===== src/rtl/dac_writer_if.sv =====
// Host handshake and SPI bus of dac_writer, bundled for module ports.
// master: the dac_writer side; slave: the host / DAC side.
interface dac_writer_if #(
  parameter int DATA_WID = 20
) ();
  logic [DATA_WID-1:0] data_in;
  logic                arm;
  logic                ready;
  logic                finished;
  logic [DATA_WID-1:0] readback;
  logic                readback_err;
  logic                sck;
  logic                mosi;
  logic                ss_L;
  logic                miso;

  modport master (
    input  data_in, arm, miso,
    output ready, finished, readback, readback_err, sck, mosi, ss_L
  );

  modport slave (
    output data_in, arm, miso,
    input  ready, finished, readback, readback_err, sck, mosi, ss_L
  );
endinterface


===== src/rtl/dac_writer.sv =====
// SPI master (CPOL=0, CPHA=1, MSB first) writing a setpoint frame {4'b0001, data} to a DAC.
// Define DAC_WRITER_READBACK_EN to follow the write with read + NOP frames and capture readback.
module dac_writer #(
  parameter int WID      = 24,
  parameter int DATA_WID = 20,
  parameter int SCK_HALF = 2,
  parameter int SS_WAIT  = 2
) (
  input  logic         clk,
  input  logic         rst_L,
  dac_writer_if.master bus
);
  localparam int TMAX = (SCK_HALF > SS_WAIT) ? SCK_HALF : SS_WAIT;
  localparam int TW   = $clog2(TMAX + 1);
  localparam int BW   = (WID > 1) ? $clog2(WID) : 1;

  typedef enum logic [2:0] {S_IDLE, S_SETUP, S_SHIFT, S_HOLD, S_GAP} state_t;

  state_t         r_state, w_state_nxt;
  logic [TW-1:0]  r_tick;
  logic [BW-1:0]  r_bit;
  logic           r_last;
  logic [WID-1:0] r_frame;
  logic           r_sck, r_mosi, r_ss_n, r_finished;
  logic           w_half_done, w_gap_done, w_accept, w_last_frame, w_frame_start;
  logic [WID-1:0] w_frame_nxt;

  function automatic logic [WID-1:0] build_frame(input logic [3:0] cmd,
                                                  input logic [DATA_WID-1:0] d);
    logic [WID-1:0] f;
    f = '0;
    f[DATA_WID-1:0] = d;
    f[WID-1 -: 4]   = cmd;
    return f;
  endfunction

  assign w_half_done   = (r_tick == TW'(SCK_HALF - 1));
  assign w_gap_done    = (r_tick == TW'(SS_WAIT - 1));
  assign w_accept      = (r_state == S_IDLE) && bus.arm;
  assign w_frame_start = w_accept || ((r_state == S_GAP) && w_gap_done && !w_last_frame);

  always_ff @(posedge clk or negedge rst_L) begin
    if (!rst_L) r_state <= S_IDLE;
    else        r_state <= w_state_nxt;
  end

  always_comb begin
    w_state_nxt = r_state;
    case (r_state)
      S_IDLE:  if (bus.arm) w_state_nxt = S_SETUP;
      S_SETUP: if (w_half_done) w_state_nxt = S_SHIFT;
      // r_last marks that the falling edge of bit 0 has already happened
      S_SHIFT: if (w_half_done && !r_sck && r_last) w_state_nxt = S_HOLD;
      S_HOLD:  if (w_half_done) w_state_nxt = S_GAP;
      S_GAP:   if (w_gap_done) w_state_nxt = w_last_frame ? S_IDLE : S_SETUP;
      default: w_state_nxt = S_IDLE;
    endcase
  end

  always_ff @(posedge clk or negedge rst_L) begin
    if (!rst_L) begin
      r_tick     <= '0;
      r_bit      <= '0;
      r_last     <= 1'b0;
      r_frame    <= '0;
      r_sck      <= 1'b0;
      r_mosi     <= 1'b0;
      r_ss_n     <= 1'b1;
      r_finished <= 1'b0;
    end else begin
      r_finished <= 1'b0;
      if ((w_state_nxt != r_state) || (r_state == S_IDLE) || ((r_state == S_SHIFT) && w_half_done))
        r_tick <= '0;
      else
        r_tick <= r_tick + TW'(1);

      if (w_frame_start) begin
        r_frame <= w_frame_nxt;
        r_bit   <= BW'(WID - 1);
        r_last  <= 1'b0;
        r_ss_n  <= 1'b0;
        r_sck   <= 1'b0;
        r_mosi  <= w_frame_nxt[WID-1];
      end

      case (r_state)
        S_SETUP: if (w_half_done) r_sck <= 1'b1;
        S_SHIFT: if (w_half_done) begin
          if (r_sck) begin
            r_sck <= 1'b0;
            if (r_bit == '0) r_last <= 1'b1;
            else             r_bit  <= r_bit - BW'(1);
          end else if (!r_last) begin
            r_sck  <= 1'b1;
            r_mosi <= r_frame[r_bit];
          end
        end
        S_HOLD: if (w_half_done) begin
          r_ss_n <= 1'b1;
          r_mosi <= 1'b0;
        end
        S_GAP: if (w_gap_done && w_last_frame) r_finished <= 1'b1;
        default: ;
      endcase
    end
  end

  assign bus.ready    = (r_state == S_IDLE);
  assign bus.finished = r_finished;
  assign bus.sck      = r_sck;
  assign bus.mosi     = r_mosi;
  assign bus.ss_L     = r_ss_n;

`ifdef DAC_WRITER_READBACK_EN
  logic [1:0]          r_fsel;
  logic [WID-1:0]      r_cap;
  logic [DATA_WID-1:0] r_readback;
  logic                r_rb_err;

  assign w_last_frame = (r_fsel == 2'd2);

  always_comb begin
    w_frame_nxt = '0;
    if (w_accept)            w_frame_nxt = build_frame(4'b0001, bus.data_in);
    else if (r_fsel == 2'd0) w_frame_nxt = build_frame(4'b1001, '0);
  end

  always_ff @(posedge clk or negedge rst_L) begin
    if (!rst_L) begin
      r_fsel     <= '0;
      r_cap      <= '0;
      r_readback <= '0;
      r_rb_err   <= 1'b0;
    end else begin
      if (w_accept)           r_fsel <= '0;
      else if (w_frame_start) r_fsel <= r_fsel + 2'd1;
      if ((r_state == S_SHIFT) && w_half_done && r_sck)
        r_cap <= {r_cap[WID-2:0], bus.miso};
      if ((r_state == S_GAP) && w_gap_done && w_last_frame) begin
        r_readback <= r_cap[DATA_WID-1:0];
        r_rb_err   <= (r_cap[WID-1 -: 4] != 4'b1001);
      end
    end
  end

  assign bus.readback     = r_readback;
  assign bus.readback_err = r_rb_err;
`else
  logic w_unused_miso;

  assign w_last_frame     = 1'b1;
  assign w_frame_nxt      = build_frame(4'b0001, bus.data_in);
  assign w_unused_miso    = bus.miso;
  assign bus.readback     = '0;
  assign bus.readback_err = 1'b0;
`endif
endmodule


===== src/flat_wrapper.sv =====
// flat-port wrapper written by rule: the top's interface ports become plain ports
module dac_writer_flat 
#(
  parameter int WID      = 24,
  parameter int DATA_WID = 20,
  parameter int SCK_HALF = 2,
  parameter int SS_WAIT  = 2
)
  (clk, rst_L, bus_data_in, bus_arm, bus_miso, bus_ready, bus_finished, bus_readback, bus_readback_err, bus_sck, bus_mosi, bus_ss_L);
  dac_writer_if #(.DATA_WID(DATA_WID)) bus_i ();
  input  logic clk;
  input  logic rst_L;
  input wire logic [$bits(bus_i.data_in)-1:0] bus_data_in;
  input wire logic [$bits(bus_i.arm)-1:0] bus_arm;
  input wire logic [$bits(bus_i.miso)-1:0] bus_miso;
  output wire logic [$bits(bus_i.ready)-1:0] bus_ready;
  output wire logic [$bits(bus_i.finished)-1:0] bus_finished;
  output wire logic [$bits(bus_i.readback)-1:0] bus_readback;
  output wire logic [$bits(bus_i.readback_err)-1:0] bus_readback_err;
  output wire logic [$bits(bus_i.sck)-1:0] bus_sck;
  output wire logic [$bits(bus_i.mosi)-1:0] bus_mosi;
  output wire logic [$bits(bus_i.ss_L)-1:0] bus_ss_L;
  assign bus_i.data_in = bus_data_in;
  assign bus_i.arm = bus_arm;
  assign bus_i.miso = bus_miso;
  assign bus_ready = bus_i.ready;
  assign bus_finished = bus_i.finished;
  assign bus_readback = bus_i.readback;
  assign bus_readback_err = bus_i.readback_err;
  assign bus_sck = bus_i.sck;
  assign bus_mosi = bus_i.mosi;
  assign bus_ss_L = bus_i.ss_L;
  dac_writer #(.WID(WID), .DATA_WID(DATA_WID), .SCK_HALF(SCK_HALF), .SS_WAIT(SS_WAIT)) u_core (.clk(clk), .rst_L(rst_L), .bus(bus_i));
endmodule

===== config.mk =====
export PLATFORM = sky130hd
export DESIGN_NAME = dac_writer_flat
export DESIGN_NICKNAME = d
export VERILOG_FILES = /design/src/rtl/dac_writer_if.sv /design/src/rtl/dac_writer.sv /design/src/flat_wrapper.sv
export SDC_FILE = /design/constraint.sdc
export NUM_CORES = 1
export LEC_CHECK = 0
export ABC_AREA = 0
export CAP_MARGIN = 20
export CORE_ASPECT_RATIO = 1.2
export CORE_UTILIZATION = 44
export DETAILED_ROUTE_END_ITERATION = 6
export HOLD_SLACK_MARGIN = 0.06
export PLACE_DENSITY = 0.76
export SLEW_MARGIN = 25
export SYNTH_ARGS = -nofsm -noshare
export SYNTH_HDL_FRONTEND = slang
export SYNTH_SLANG_ARGS = --single-unit

===== constraint.sdc =====
create_clock -name clk -period 1.6 [get_ports clk]
set_input_delay 0.24 -clock clk [delete_from_list [all_inputs] [get_ports clk]]
set_output_delay 0.24 -clock clk [all_outputs]
set_load 0.005 [all_outputs]

==> run_results.csv, run 1 <==
group,metric,value,unit
outcome,status,"completed",
floorplanning,start_util,46.4,%
synthesis,syn_area,1990,µm²
worst_setup_path,worstPathRequired,1.81,ns
sta,fmax,0.634,GHz
floorplanning,die_w,63.4,µm
place,dp.cells,308,
job,drv_cap,0,
floorplanning,die-height,75.7,µm
synthesis,synthSimpleGateAreaFrac,24.8,%
worst_setup_path,critical-path-top-delay-family,"simple AND/OR/NAND/NOR gates",
worst_setup_path,cp_num_buf_inv,1,
clock_network,cts_root_buffer,"clkbuf_8",
routing,drt_iter0_drc,90,
worst_setup_path,endpoint_kind,"flip-flop",
global_routing,grt_overflow_total,0,
routing,wire_per_inst,11.2,µm
routing,vias,1524,
sta,setup_ws,0.0225,ns
pwr,power.density,1600,nW/µm²
place,place_congestion,0.866,
synthesis,synth_ff_type,"dfrtp_1",
global_routing,antenna_found_initial,0,
pwr,peakVddDrop,0.782,mV
synthesis,synth_top_area_share,44.0,%
synthesis,ys_async_sr_fraction,100,%
synthesis,synth_xor_area_share,0.880,%
clock_network,cts-htree-levels,2,
place,place_ws,-0.0759,ns
final_layout,final_net_count,290,
global_routing,grt_pass1_wl,6160,µm
synthesis,ys_seq_area_share,45.3,%
clock_network,clk_path_buf_depth,2,
global_routing,grt_pass1_vias,1475,
final_layout,seq_area,907,µm²
worst_setup_path,cp_max_fo,4,
synthesis,synth_top_family_by_area,"simple AND/OR/NAND/NOR gates",
floorplanning,core,4290,µm²
synthesis,yosys.cell_count.top_type,"nand2_1",
synthesis,synth_edf_count,0,
pwr,power_leakage,1.21,nW
floorplanning,core.rowCount,26,
hold_path,worstHoldPathType,"in2async",
clock_network,clk_pin_slew,0.07,ns
synthesis,synth-seq-cells,36,
final_layout,diodes,0,
synthesis,synth_compound_area_share,8.99,%
synthesis,postSynthCellCount,219,
routing,drc,0,
sta,finalHoldViolCount,0,
sta,fin_worst_skew,0.00621,ns
final_layout,multiInputGateArea,907,µm²
routing,dr.pass1.iters,4,
sta,slew_viol_final,0,
synthesis,synth_cell_types,46,
clock_network,cts.sinks,36,
clock_network,numCtsBuffers,5,
global_routing,grtUsageTotal,17.2,%
sta,min_period,1.58,ns
synthesis,synth_common_cells,"nand2_1, dfrtp_1, buf_4",
worst_setup_path,path_class,"reg2reg",
routing,final_antenna_net_count,0,
synthesis,yosys.area.top_type,"dfrtp_1",
synthesis,muxShareOfSynthArea,4.40,%
final_layout,design_area,2500,µm²
synthesis,ys_warn_count,0,
place,placement.io_buffers,27,
worst_setup_path,startpoint_type,"flip-flop",
synthesis,synth.area.top_cells,"dfrtp_1, nand2_1, buf_4",
synthesis,yosys.area_share.adder,1.26,%
final_layout,area_growth_syn_to_layout,25.5,%
sta,finalSetupViolCount,0,
synthesis,postSynthAreaPerCell,9.09,µm²
final_layout,finalNonFillerCells,321,
worst_setup_path,critPathSlowestCell,"dfrtp_1",
place,dpl_cell_area,2300,µm²
clock_network,hold_buffers,0,
floorplanning,ioPinCount,50,
worst_setup_path,cp_data_arrival_time,1.79,ns
global_routing,grt_max_degree,37,
final_layout,drive_above_1_share,19.6,%
worst_setup_path,cp_cell_sequence,"inv_1, ha_2, nor2b_4, and4b_4, o21a_4, and3_4, mux2i_1",
final_layout,fill_cells,399,
routing,drt-total-wl,3590,µm
clock_network,clock_latency,0.28,ns
worst_setup_path,slowest_delay,0.37,ns
sta,rsz0062_at_grt,"true",
floorplanning,die_area,4800,µm²
sta,period_share,98.6,%
final_layout,final_util,58.2,%
pwr,power,3.99,mW
place,hpwl,2630,µm
clock_network,tritoncts,"done",
routing,routed_via_density,4.75,
-- flip-flops by register name, indices dropped and copies added, names as in the netlist --
signal and flops:
u_core.r_state 3, u_core.bus.ss_L 1, u_core.bus.mosi 1, u_core.bus.finished 1, u_core.r_bit 5, u_core.r_tick 2, u_core.bus.sck 1, u_core.r_frame 21
u_core.r_last 1
-- cell type report --
type	instances	share of cell area, %
clock buffers	7	3.86
clock inverters	1	1.20
inverters	7	1.05
multi-input cells	164	36.3
flip-flops and latches	36	36.3
well taps	56	2.80
repair buffers	50	18.5
-- cells in the final DEF (no fill, tap or decap), drive strengths merged, types with 2 or more instances in the layout --
master,Yosys,final
nor4,2,2
o2bb2ai,2,2
and3,2,2
o21a,2,2
clkdlybuf4s50,0,26
nor2,7,7
and2b,3,3
dfrtp,35,35
nand2,69,69
inv,7,7
buf,32,23
a21oi,4,4
nand3,3,3
clkbuf,0,7
nand2b,5,5
a211oi,3,3
mux2,3,3
nor3,7,7
conb,1,21
ha,2,2
o21ai,8,8
mux2i,5,5
-- kinds of logic after synthesis --
family | after synthesis
AO/OA/AOI/OAI | 26
AND/OR/NAND/NOR | 105
buffers and inverters | 39
adder cells (fa/ha/maj) | 2
XOR/XNOR | 2
flip-flops | 36
multiplexers | 8
other | 1
-- worst reg2reg max path, stage by stage (launching register included) --
cell and delay, ns:
dfrtp_1 0.37, inv_1 0.05, ha_2 0.16, nor2b_4 0.17, and4b_4 0.27, o21a_4 0.15
and3_4 0.17, mux2i_1 0.16
-- per-stage QoR --
stage	setup TNS (ns)	hold slack, ns
after detailed placement	-1.17	0.451
after global placement	-0.884	0.426
final	0	0.333
after global routing	-0.0950	0.344
after CTS	0	0.334
after floorplan	0	-0.0556
-- metal layers --
metal  GRT usage [%]  part of all wire, %  vias to the layer above  routed length [µm]
li1                -                    -                      765                   -
met1            18.3                   41                      712                1490
met2            31.1                   52                       39                1870
met3            4.49                  4.1                        8                 146
met4            10.1                  2.4                        0                  88
met5               0                    0                        -                   0
-- power by group --
group / switching, mW / internal [mW]
clock: 0.307 / 0.549
combinational: 0.785 / 0.813
sequential: 0.241 / 1.29
-- final timing paths --
path	from	endpoint	slack (ns)	depth (start not counted)
setup / recovery	u_core.r_tick[1]$_DFF_PN0_	u_core.r_bit[3]$_DFF_PN0_	0.02	7
hold / removal	rst_L	u_core.r_state[2]$_DFF_PN0_	0.33	2
setup reg to reg	u_core.r_tick[1]$_DFF_PN0_	u_core.r_bit[3]$_DFF_PN0_	0.02	7
hold reg to reg	u_core.r_frame[20]$_DFFE_PN0P_	u_core.r_frame[20]$_DFFE_PN0P_	0.46	1
max in group asynchronous	rst_L	u_core.bus.ss_L$_DFF_PN1_	1.02	2
min in group clk	u_core.r_frame[20]$_DFFE_PN0P_	u_core.r_frame[20]$_DFFE_PN0P_	0.46	1
-- repair_timing --
action | CTS | global route
pin swaps | 0 | 2
resized for setup | 5 | 10
cloned | 0 | 0
setup buffers | 3 | 2
hold endpoints to repair | 0 | 0
setup endpoints to repair | 2 | 17
(Power assumes the default switching activity.)
==> inputs of run 2 (changes only) <==
--- a/config.mk
+++ b/config.mk
@@ -6,7 +6,7 @@
 export NUM_CORES = 1
 export LEC_CHECK = 0
 export ABC_AREA = 0
-export CAP_MARGIN = 20
+export CAP_MARGIN = 30
 export CORE_ASPECT_RATIO = 1.2
 export CORE_UTILIZATION = 44
 export DETAILED_ROUTE_END_ITERATION = 6
==> results of run 2 <==
Final layout, timing and power as in run 1 (identical DEF).
